File: src/rtl/keypad_pkg.sv
// rtl/keypad_pkg.sv - shared key codes, opcodes and FSM state type for the keypad operand entry block
//
// Contents:
//   KEY_*    5-bit command/operator key codes (hex digits are any code with bit 4 set)
//   opcode_e operator latched for the arithmetic unit
//   state_e  entry FSM states

package keypad_pkg;

    localparam logic [4:0] KEY_BS  = 5'b00001;
    localparam logic [4:0] KEY_MUL = 5'b00010;
    localparam logic [4:0] KEY_SUB = 5'b00011;
    localparam logic [4:0] KEY_EQ  = 5'b00100;
    localparam logic [4:0] KEY_CA  = 5'b01001;
    localparam logic [4:0] KEY_ADD = 5'b01010;
    localparam logic [4:0] KEY_CE  = 5'b01100;

    typedef enum logic [1:0] {
        OP_ADD = 2'b00,
        OP_MUL = 2'b01,
        OP_SUB = 2'b10
    } opcode_e;

    typedef enum logic [1:0] {
        ENTER_A = 2'b00,
        ENTER_B = 2'b01,
        WAIT    = 2'b10,
        RESULT  = 2'b11
    } state_e;

endpackage

File: src/rtl/keypad_operand_entry_if.sv
// rtl/keypad_operand_entry_if.sv - key/result inputs and operand/display outputs of the entry block
//
// Signals:
//   newkey, keycode        one-cycle keypress strobe and key identity
//   result_valid, result   one-cycle result strobe and value from the arithmetic unit
//   entry, digit_count     displayed value and number of digits typed
//   operand_a, operand_b   latched operands
//   opcode, exec           latched operator and one-cycle compute request
//   digit_drop, busy       full-entry digit rejection pulse, waiting-for-result flag
// Modports: master drives keys/results, slave is the entry block.

interface keypad_operand_entry_if #(
    parameter int DIGITS = 4,
    parameter int W      = 4 * DIGITS
);
    localparam int CW = $clog2(DIGITS + 1);

    logic          newkey;
    logic [4:0]    keycode;
    logic          result_valid;
    logic [W-1:0]  result;
    logic [W-1:0]  entry;
    logic [CW-1:0] digit_count;
    logic [W-1:0]  operand_a;
    logic [W-1:0]  operand_b;
    logic [1:0]    opcode;
    logic          exec;
    logic          digit_drop;
    logic          busy;

    modport master (
        output newkey, keycode, result_valid, result,
        input  entry, digit_count, operand_a, operand_b, opcode, exec, digit_drop, busy
    );

    modport slave (
        input  newkey, keycode, result_valid, result,
        output entry, digit_count, operand_a, operand_b, opcode, exec, digit_drop, busy
    );

endinterface

File: src/rtl/keycode_decoder.sv
// rtl/keycode_decoder.sv - combinational classification of a keypress into digit/operator/command strobes
//
// Ports:
//   i_newkey, i_keycode  keypress strobe and code
//   o_is_hex, o_hex      hex digit strobe and its value
//   o_is_op, o_op        operator strobe and opcode
//   o_is_bs/ca/ce/eq     command strobes
// All strobes are zero when i_newkey is low or the code is unassigned.

module keycode_decoder
    import keypad_pkg::*;
(
    input  logic       i_newkey,
    input  logic [4:0] i_keycode,
    output logic       o_is_hex,
    output logic [3:0] o_hex,
    output logic       o_is_op,
    output opcode_e    o_op,
    output logic       o_is_bs,
    output logic       o_is_ca,
    output logic       o_is_ce,
    output logic       o_is_eq
);

    always_comb begin
        o_is_hex = 1'b0;
        o_hex    = i_keycode[3:0];
        o_is_op  = 1'b0;
        o_op     = OP_ADD;
        o_is_bs  = 1'b0;
        o_is_ca  = 1'b0;
        o_is_ce  = 1'b0;
        o_is_eq  = 1'b0;
        if (i_newkey) begin
            if (i_keycode[4]) begin
                o_is_hex = 1'b1;
            end else begin
                case (i_keycode)
                    KEY_ADD: begin o_is_op = 1'b1; o_op = OP_ADD; end
                    KEY_SUB: begin o_is_op = 1'b1; o_op = OP_SUB; end
                    KEY_MUL: begin o_is_op = 1'b1; o_op = OP_MUL; end
                    KEY_BS:  o_is_bs = 1'b1;
                    KEY_CA:  o_is_ca = 1'b1;
                    KEY_CE:  o_is_ce = 1'b1;
                    KEY_EQ:  o_is_eq = 1'b1;
                    default: ;
                endcase
            end
        end
    end

endmodule

File: src/rtl/keypad_operand_entry.sv
// rtl/keypad_operand_entry.sv - calculator operand entry FSM: digit entry, operator latch, compute request, result chaining
//
// Ports:
//   clk    system clock, rising edge
//   rst_n  asynchronous active-low reset
//   bus    keypad_operand_entry_if.slave (keys and results in, entry/operands/opcode/exec/digit_drop/busy out)
// Every output is driven straight from a flop.

module keypad_operand_entry
    import keypad_pkg::*;
#(
    parameter int DIGITS = 4,
    parameter int W      = 4 * DIGITS
) (
    input  logic                  clk,
    input  logic                  rst_n,
    keypad_operand_entry_if.slave bus
);

    localparam int            CW      = $clog2(DIGITS + 1);
    localparam logic [CW-1:0] MAX_CNT = CW'(DIGITS);

    logic          w_is_hex, w_is_op, w_is_bs, w_is_ca, w_is_ce, w_is_eq;
    logic [3:0]    w_hex;
    opcode_e       w_op;

    state_e        r_state,   w_nxt_state;
    logic [W-1:0]  r_entry,   w_nxt_entry;
    logic [CW-1:0] r_cnt,     w_nxt_cnt;
    logic [W-1:0]  r_opa,     w_nxt_opa;
    logic [W-1:0]  r_opb,     w_nxt_opb;
    opcode_e       r_opcode,  w_nxt_opcode;
    logic          r_exec,    w_nxt_exec;
    logic          r_drop,    w_nxt_drop;
    logic          r_busy;

    keycode_decoder u_dec (
        .i_newkey  (bus.newkey),
        .i_keycode (bus.keycode),
        .o_is_hex  (w_is_hex),
        .o_hex     (w_hex),
        .o_is_op   (w_is_op),
        .o_op      (w_op),
        .o_is_bs   (w_is_bs),
        .o_is_ca   (w_is_ca),
        .o_is_ce   (w_is_ce),
        .o_is_eq   (w_is_eq)
    );

    always_ff @(posedge clk or negedge rst_n) begin
        if (!rst_n) begin
            r_state  <= ENTER_A;
            r_entry  <= '0;
            r_cnt    <= '0;
            r_opa    <= '0;
            r_opb    <= '0;
            r_opcode <= OP_ADD;
            r_exec   <= 1'b0;
            r_drop   <= 1'b0;
            r_busy   <= 1'b0;
        end else begin
            r_state  <= w_nxt_state;
            r_entry  <= w_nxt_entry;
            r_cnt    <= w_nxt_cnt;
            r_opa    <= w_nxt_opa;
            r_opb    <= w_nxt_opb;
            r_opcode <= w_nxt_opcode;
            r_exec   <= w_nxt_exec;
            r_drop   <= w_nxt_drop;
            r_busy   <= (w_nxt_state == WAIT);
        end
    end

    always_comb begin
        w_nxt_state  = r_state;
        w_nxt_entry  = r_entry;
        w_nxt_cnt    = r_cnt;
        w_nxt_opa    = r_opa;
        w_nxt_opb    = r_opb;
        w_nxt_opcode = r_opcode;
        w_nxt_exec   = 1'b0;
        w_nxt_drop   = 1'b0;

        if (w_is_ca) begin
            // Clear-all wins over everything, including a result arriving in the same cycle.
            w_nxt_state  = ENTER_A;
            w_nxt_entry  = '0;
            w_nxt_cnt    = '0;
            w_nxt_opa    = '0;
            w_nxt_opb    = '0;
            w_nxt_opcode = OP_ADD;
        end else begin
            case (r_state)
                ENTER_A, ENTER_B: begin
                    if (w_is_hex) begin
                        if (r_cnt < MAX_CNT) begin
                            w_nxt_entry = (r_entry << 4) | W'(w_hex);
                            w_nxt_cnt   = r_cnt + 1'b1;
                        end else begin
                            w_nxt_drop = 1'b1;
                        end
                    end else if (w_is_bs) begin
                        if (r_cnt != '0) begin
                            w_nxt_entry = r_entry >> 4;
                            w_nxt_cnt   = r_cnt - 1'b1;
                        end
                    end else if (w_is_ce) begin
                        w_nxt_entry = '0;
                        w_nxt_cnt   = '0;
                    end else if (w_is_op) begin
                        if (r_state == ENTER_A) begin
                            w_nxt_opa    = r_entry;
                            w_nxt_opcode = w_op;
                            w_nxt_entry  = '0;
                            w_nxt_cnt    = '0;
                            w_nxt_state  = ENTER_B;
                        end else if (r_cnt == '0) begin
                            // No second operand typed yet: the user is changing the operator.
                            w_nxt_opcode = w_op;
                        end
                    end else if (w_is_eq) begin
                        if (r_state == ENTER_B && r_cnt != '0) begin
                            w_nxt_opb   = r_entry;
                            w_nxt_exec  = 1'b1;
                            w_nxt_state = WAIT;
                        end
                    end
                end
                WAIT: begin
                    // Any non-CA key in this state is dropped, even alongside a result.
                    if (bus.result_valid) begin
                        w_nxt_entry = bus.result;
                        w_nxt_opa   = bus.result;
                        w_nxt_cnt   = '0;
                        w_nxt_state = RESULT;
                    end
                end
                RESULT: begin
                    if (w_is_hex) begin
                        w_nxt_entry = W'(w_hex);
                        w_nxt_cnt   = CW'(1);
                        w_nxt_state = ENTER_A;
                    end else if (w_is_op) begin
                        // operand_a already holds the result, so the next op chains on it.
                        w_nxt_opcode = w_op;
                        w_nxt_entry  = '0;
                        w_nxt_cnt    = '0;
                        w_nxt_state  = ENTER_B;
                    end else if (w_is_bs || w_is_ce) begin
                        w_nxt_entry = '0;
                        w_nxt_cnt   = '0;
                        w_nxt_state = ENTER_A;
                    end
                end
                default: w_nxt_state = ENTER_A;
            endcase
        end
    end

    assign bus.entry       = r_entry;
    assign bus.digit_count = r_cnt;
    assign bus.operand_a   = r_opa;
    assign bus.operand_b   = r_opb;
    assign bus.opcode      = r_opcode;
    assign bus.exec        = r_exec;
    assign bus.digit_drop  = r_drop;
    assign bus.busy        = r_busy;

endmodule

File: src/flat_wrapper.sv
// flat-port wrapper written by rule: the top's interface ports become plain ports
module keypad_operand_entry_flat import keypad_pkg::*;
#(
    parameter int DIGITS = 4,
    parameter int W      = 4 * DIGITS
)
  (clk, rst_n, bus_newkey, bus_keycode, bus_result_valid, bus_result, bus_entry, bus_digit_count, bus_operand_a, bus_operand_b, bus_opcode, bus_exec, bus_digit_drop, bus_busy);
  keypad_operand_entry_if #(.DIGITS(DIGITS), .W(W)) bus_i ();
  input  logic clk;
  input  logic rst_n;
  input wire logic [$bits(bus_i.newkey)-1:0] bus_newkey;
  input wire logic [$bits(bus_i.keycode)-1:0] bus_keycode;
  input wire logic [$bits(bus_i.result_valid)-1:0] bus_result_valid;
  input wire logic [$bits(bus_i.result)-1:0] bus_result;
  output wire logic [$bits(bus_i.entry)-1:0] bus_entry;
  output wire logic [$bits(bus_i.digit_count)-1:0] bus_digit_count;
  output wire logic [$bits(bus_i.operand_a)-1:0] bus_operand_a;
  output wire logic [$bits(bus_i.operand_b)-1:0] bus_operand_b;
  output wire logic [$bits(bus_i.opcode)-1:0] bus_opcode;
  output wire logic [$bits(bus_i.exec)-1:0] bus_exec;
  output wire logic [$bits(bus_i.digit_drop)-1:0] bus_digit_drop;
  output wire logic [$bits(bus_i.busy)-1:0] bus_busy;
  assign bus_i.newkey = bus_newkey;
  assign bus_i.keycode = bus_keycode;
  assign bus_i.result_valid = bus_result_valid;
  assign bus_i.result = bus_result;
  assign bus_entry = bus_i.entry;
  assign bus_digit_count = bus_i.digit_count;
  assign bus_operand_a = bus_i.operand_a;
  assign bus_operand_b = bus_i.operand_b;
  assign bus_opcode = bus_i.opcode;
  assign bus_exec = bus_i.exec;
  assign bus_digit_drop = bus_i.digit_drop;
  assign bus_busy = bus_i.busy;
  keypad_operand_entry #(.DIGITS(DIGITS), .W(W)) u_core (.clk(clk), .rst_n(rst_n), .bus(bus_i));
endmodule
File: config.mk
export PLATFORM = sky130hd
export DESIGN_NAME = keypad_operand_entry_flat
export DESIGN_NICKNAME = d
export VERILOG_FILES = /design/src/rtl/keypad_pkg.sv /design/src/rtl/keypad_operand_entry_if.sv /design/src/rtl/keycode_decoder.sv /design/src/rtl/keypad_operand_entry.sv /design/src/flat_wrapper.sv
export SDC_FILE = /design/constraint.sdc
export NUM_CORES = 1
export LEC_CHECK = 0
export CELL_PAD_IN_SITES_DETAIL_PLACEMENT = 1
export CELL_PAD_IN_SITES_GLOBAL_PLACEMENT = 2
export CORE_MARGIN = 4
export CORE_UTILIZATION = 30
export CTS_BUF_LIST = sky130_fd_sc_hd__clkbuf_4 sky130_fd_sc_hd__clkbuf_8 sky130_fd_sc_hd__clkbuf_16
export DETAILED_ROUTE_END_ITERATION = 7
export GPL_TIMING_DRIVEN = 0
export PLACE_DENSITY = 0.77
export SLEW_MARGIN = 10
export SYNTH_ARGS = -nofsm -noshare
export SYNTH_HDL_FRONTEND = slang
export SYNTH_HIERARCHICAL = 1
export SYNTH_SLANG_ARGS = --single-unit
File: constraint.sdc
create_clock -name clk -period 2.5 [get_ports clk]
set_clock_uncertainty 0.1 [all_clocks]
set_input_delay 0.5 -clock clk [delete_from_list [all_inputs] [get_ports clk]]
set_output_delay 0.5 -clock clk [all_outputs]
set_load 0.01 [all_outputs]
==> impl_metrics.tcl <==
set metrics [dict create \
    cts_max_level 3 \
    first_iter_violations 205 \
    vdd.ir_drop.worst_v 0.0003295 \
    finalInstanceArea_um2 4765 \
    rows 37 \
    vias_per_cell 5.370 \
    fmax_mhz 401.2 \
    syn_to_final_growth_pct 45.01 \
    dp_hpwl_um 8356 \
    hold_class "in -> async" \
    final-hold-violation-count 0 \
    worst-path-max-fanout 10 \
    die-width_um 112.7 \
    stdcell_count 578 \
    route.vias.total 3104 \
    dpl_worst_slack_ns -0.8619 \
    synth-async-reset-ratio_pct 100.0 \
    synth_top_area_cells "sky130_fd_sc_hd__dfrtp_1 (44%), sky130_fd_sc_hd__mux2i_1 (5.2%), sky130_fd_sc_hd__a21oi_1 (5.0%)" \
    post-synth-top-area-fraction_pct 44.17 \
    groute.usage.overall_pct 18.38 \
    synth-warning-count 6 \
    clock_tree.root_cell "sky130_fd_sc_hd__clkbuf_8" \
    reg2reg_setup_slack_ns 0.45 \
    yosysTopAreaCell "sky130_fd_sc_hd__dfrtp_1" \
    setup.worst_path.class "in -> reg" \
    gate_count_post_synth 337 \
    mostFrequentLayoutCell "sky130_fd_sc_hd__clkdlybuf4s50_1" \
    total_of_fill_cells_in_the_finished_design 1175 \
    power_density_nw_per_um2 824.3 \
    total_cell_area_at_the_placement_stage_um2 4257 \
    worst_slew_pin_slew_ns 0.7481 \
    wire_per_inst_um 19.89 \
    placeable_core_region_um2 10510 \
    synth_seq_area_share_pct 44.17 \
    die_area_um2 12690 \
    timing.max_slew.rel_slack_pct 50.13 \
    gpl.final_weighted_congestion 0.8437 \
    rsz0062_at_grt "true" \
    worst_r2r_path_depth 6 \
    worst_skew_pair.late_latency_ns 0.34 \
    synth_area_per_cell_um2 9.750 \
    total_power_mw 3.927 \
    ant_cells 0 \
    first_global_vias 3262 \
    finalSetupViolations 0 \
    antenna_nets_post_route 0 \
    regToRegEndpoint "u_core/bus.opcode[0]$_DFFE_PN0P_" \
    io_buffers 80 \
    dp.cells 553 \
    drive_gt1_share_pct 21.49 \
    cts_hold_repair.buffers 0 \
    postSynth.topFlopCell "sky130_fd_sc_hd__dfrtp_1" \
    cts.sink_count 58 \
    synthDistinctLibCells 52 \
    synth_enable_flop_cells 0 \
    cts_tree "yes" \
    design.final.nets 465 \
    cts.path.max_buffers 2 \
    critical_path.startpoint_type "input port" \
    worst-endpoint-arrival_ns 2.60 \
    status "finished, final reports clean" \
    congestion_overflow_gr 0 \
    number_of_antenna_violations_at_the_first_check_in_global_routing 0 \
    worst-endpoint-required_ns 2.61 \
    tritoncts.num_buffers 9 \
    dr.pass1.iters 5 \
    synth.ff_latch_count 58 \
    cts.clk_slew.worst_paths_ns 0.08 \
    synthesis.nets 365 \
    mostFrequentLayoutCells "sky130_fd_sc_hd__clkdlybuf4s50_1 (73), sky130_fd_sc_hd__dfrtp_1 (58), sky130_fd_sc_hd__a21oi_1 (26)" \
    finalWorstSetupSlack_ns 0.007285 \
    first_pass_grt_wire_length_um 18520 \
    route.final.wire_length_um 11500 \
    multiInputGateArea_um2 1713 \
    synthesis.area_um2 3286 \
    report.final.slew_viol_count 0 \
    die_h_um 112.7 \
    final.period_utilization_pct 99.71 \
    drc 0 \
    largest_net_degree_at_the_start_of_global_routing 59 \
    cp-end-kind "register" \
    finalSetupTns_ns 0 \
    start_util_pct 31.27 \
    r2r_start "u_core/bus.digit_count[0]$_DFFE_PN0P_" \
    drv.max_cap_violation_count 0 \
    leakage_dissipation_nw 2.094 \
    ios 81 \
    ff_latch_area_um2 1451 \
    finalWorstPathRequiredPeriod_ns 2.493 \
]
area by class of cell:
cell class	count	area share [%]
timing repair buffer	89	18.67
multi-input combinational	220	35.95
tap	136	3.571
clock buffer	9	2.600
clock inverter	7	2.153
inverter	26	2.048
buffer	33	4.543
sequential	58	30.46
report_power, final:
part | total, mW | internal, mW | switching, mW
clock | 1.00 | 0.569 | 0.433
sequential | 1.43 | 1.17 | 0.257
combinational | 1.49 | 0.801 | 0.693
state kept, by name, indices dropped and copies added, names as in the netlist:
register	flops
u_core/bus.opcode	2
u_core/r_state	2
u_core/bus.operand_b	16
u_core/bus.busy	1
u_core/bus.digit_count	3
u_core/bus.operand_a	16
u_core/bus.exec	1
u_core/bus.entry	16
u_core/bus.digit_drop	1
stage by stage:
step | utilization [%] | hold slack [ns]
final | 45.34 | 0.08450
after global routing | 45.34 | 0.1532
after CTS | 44.14 | 0.1430
after detailed placement | 40.50 | 0.4218
after global placement | 40.53 | 0.4078
after floorplan | - | 0.1044
cell usage after synthesis (all sizes together), types with 6 or more instances:
cell    instances
nor2           24
dfrtp          58
mux2i          17
a221oi         17
buf            20
nand2b          6
nand3           7
a222oi          7
a211oi         13
a22oi           6
a21oi          36
inv            26
o21ai          23
nand2          12
clkbuf         13
timing repair:
action | 4_1_cts | 5_1_grt
endpoints found under the setup margin | 51 | 41
gates resized for setup | 29 | 38
setup buffers | 7 | 1
gates cloned | 1 | 0
pin swaps | 7 | 8
cells by family after synthesis:
| group | after synthesis | synth area share, % |
|---|---|---|
| simple gates | 78 | 13.52 |
| mux | 17 | 5.179 |
| flops | 58 | 44.17 |
| buf+inv | 59 | 8.606 |
| fa+ha+maj | 3 | 1.143 |
| compound gates | 122 | 27.38 |
metal layers:
layer / part of all wire, % / up-vias / wire length (um) / track usage, %
li1: - / 1458 / - / -
met2: 45 / 83 / 5174 / 27.21
met5: 0 / - / 0 / 0
met3: 4.5 / 8 / 517 / 3.288
met1: 49 / 1555 / 5688 / 27.06
met4: 1.0 / 0 / 118 / 5.929
worst max-delay path by stage:
| stage | from | cells past startpoint | end | slack (ns) |
|---|---|---|---|---|
| 2_1_floorplan | bus_keycode[4] | 9 | u_core/bus.entry[8]$_DFFE_PN0P_ | -0.16 |
| 3_3_place_gp | rst_n | 1 | u_core/bus.opcode[0]$_DFFE_PN0P_ | -1.11 |
| 3_5_place_dp | bus_newkey | 9 | u_core/bus.digit_count[1]$_DFFE_PN0P_ | -0.86 |
| 4_1_cts | bus_keycode[4] | 8 | u_core/bus.opcode[1]$_DFFE_PN0P_ | -0.0003 |
| 5_1_grt | bus_keycode[2] | 11 | u_core/bus.digit_count[1]$_DFFE_PN0P_ | -0.04 |
| 6_report | bus_keycode[2] | 11 | u_core/bus.digit_count[1]$_DFFE_PN0P_ | 0.007 |
worst max-delay path: stages:
cell and delay, ns:
sky130_fd_sc_hd__clkdlybuf4s15_1 0.36, sky130_fd_sc_hd__nor4b_4 0.07, sky130_fd_sc_hd__buf_4 0.14, sky130_fd_sc_hd__buf_4 0.13, sky130_fd_sc_hd__buf_4 0.14, sky130_fd_sc_hd__or3_4 0.40, sky130_fd_sc_hd__a211o_1 0.29, sky130_fd_sc_hd__buf_8 0.17
sky130_fd_sc_hd__buf_8 0.16, sky130_fd_sc_hd__nand4_1 0.14, sky130_fd_sc_hd__o31ai_4 0.09
(Power assumes the default switching activity.)
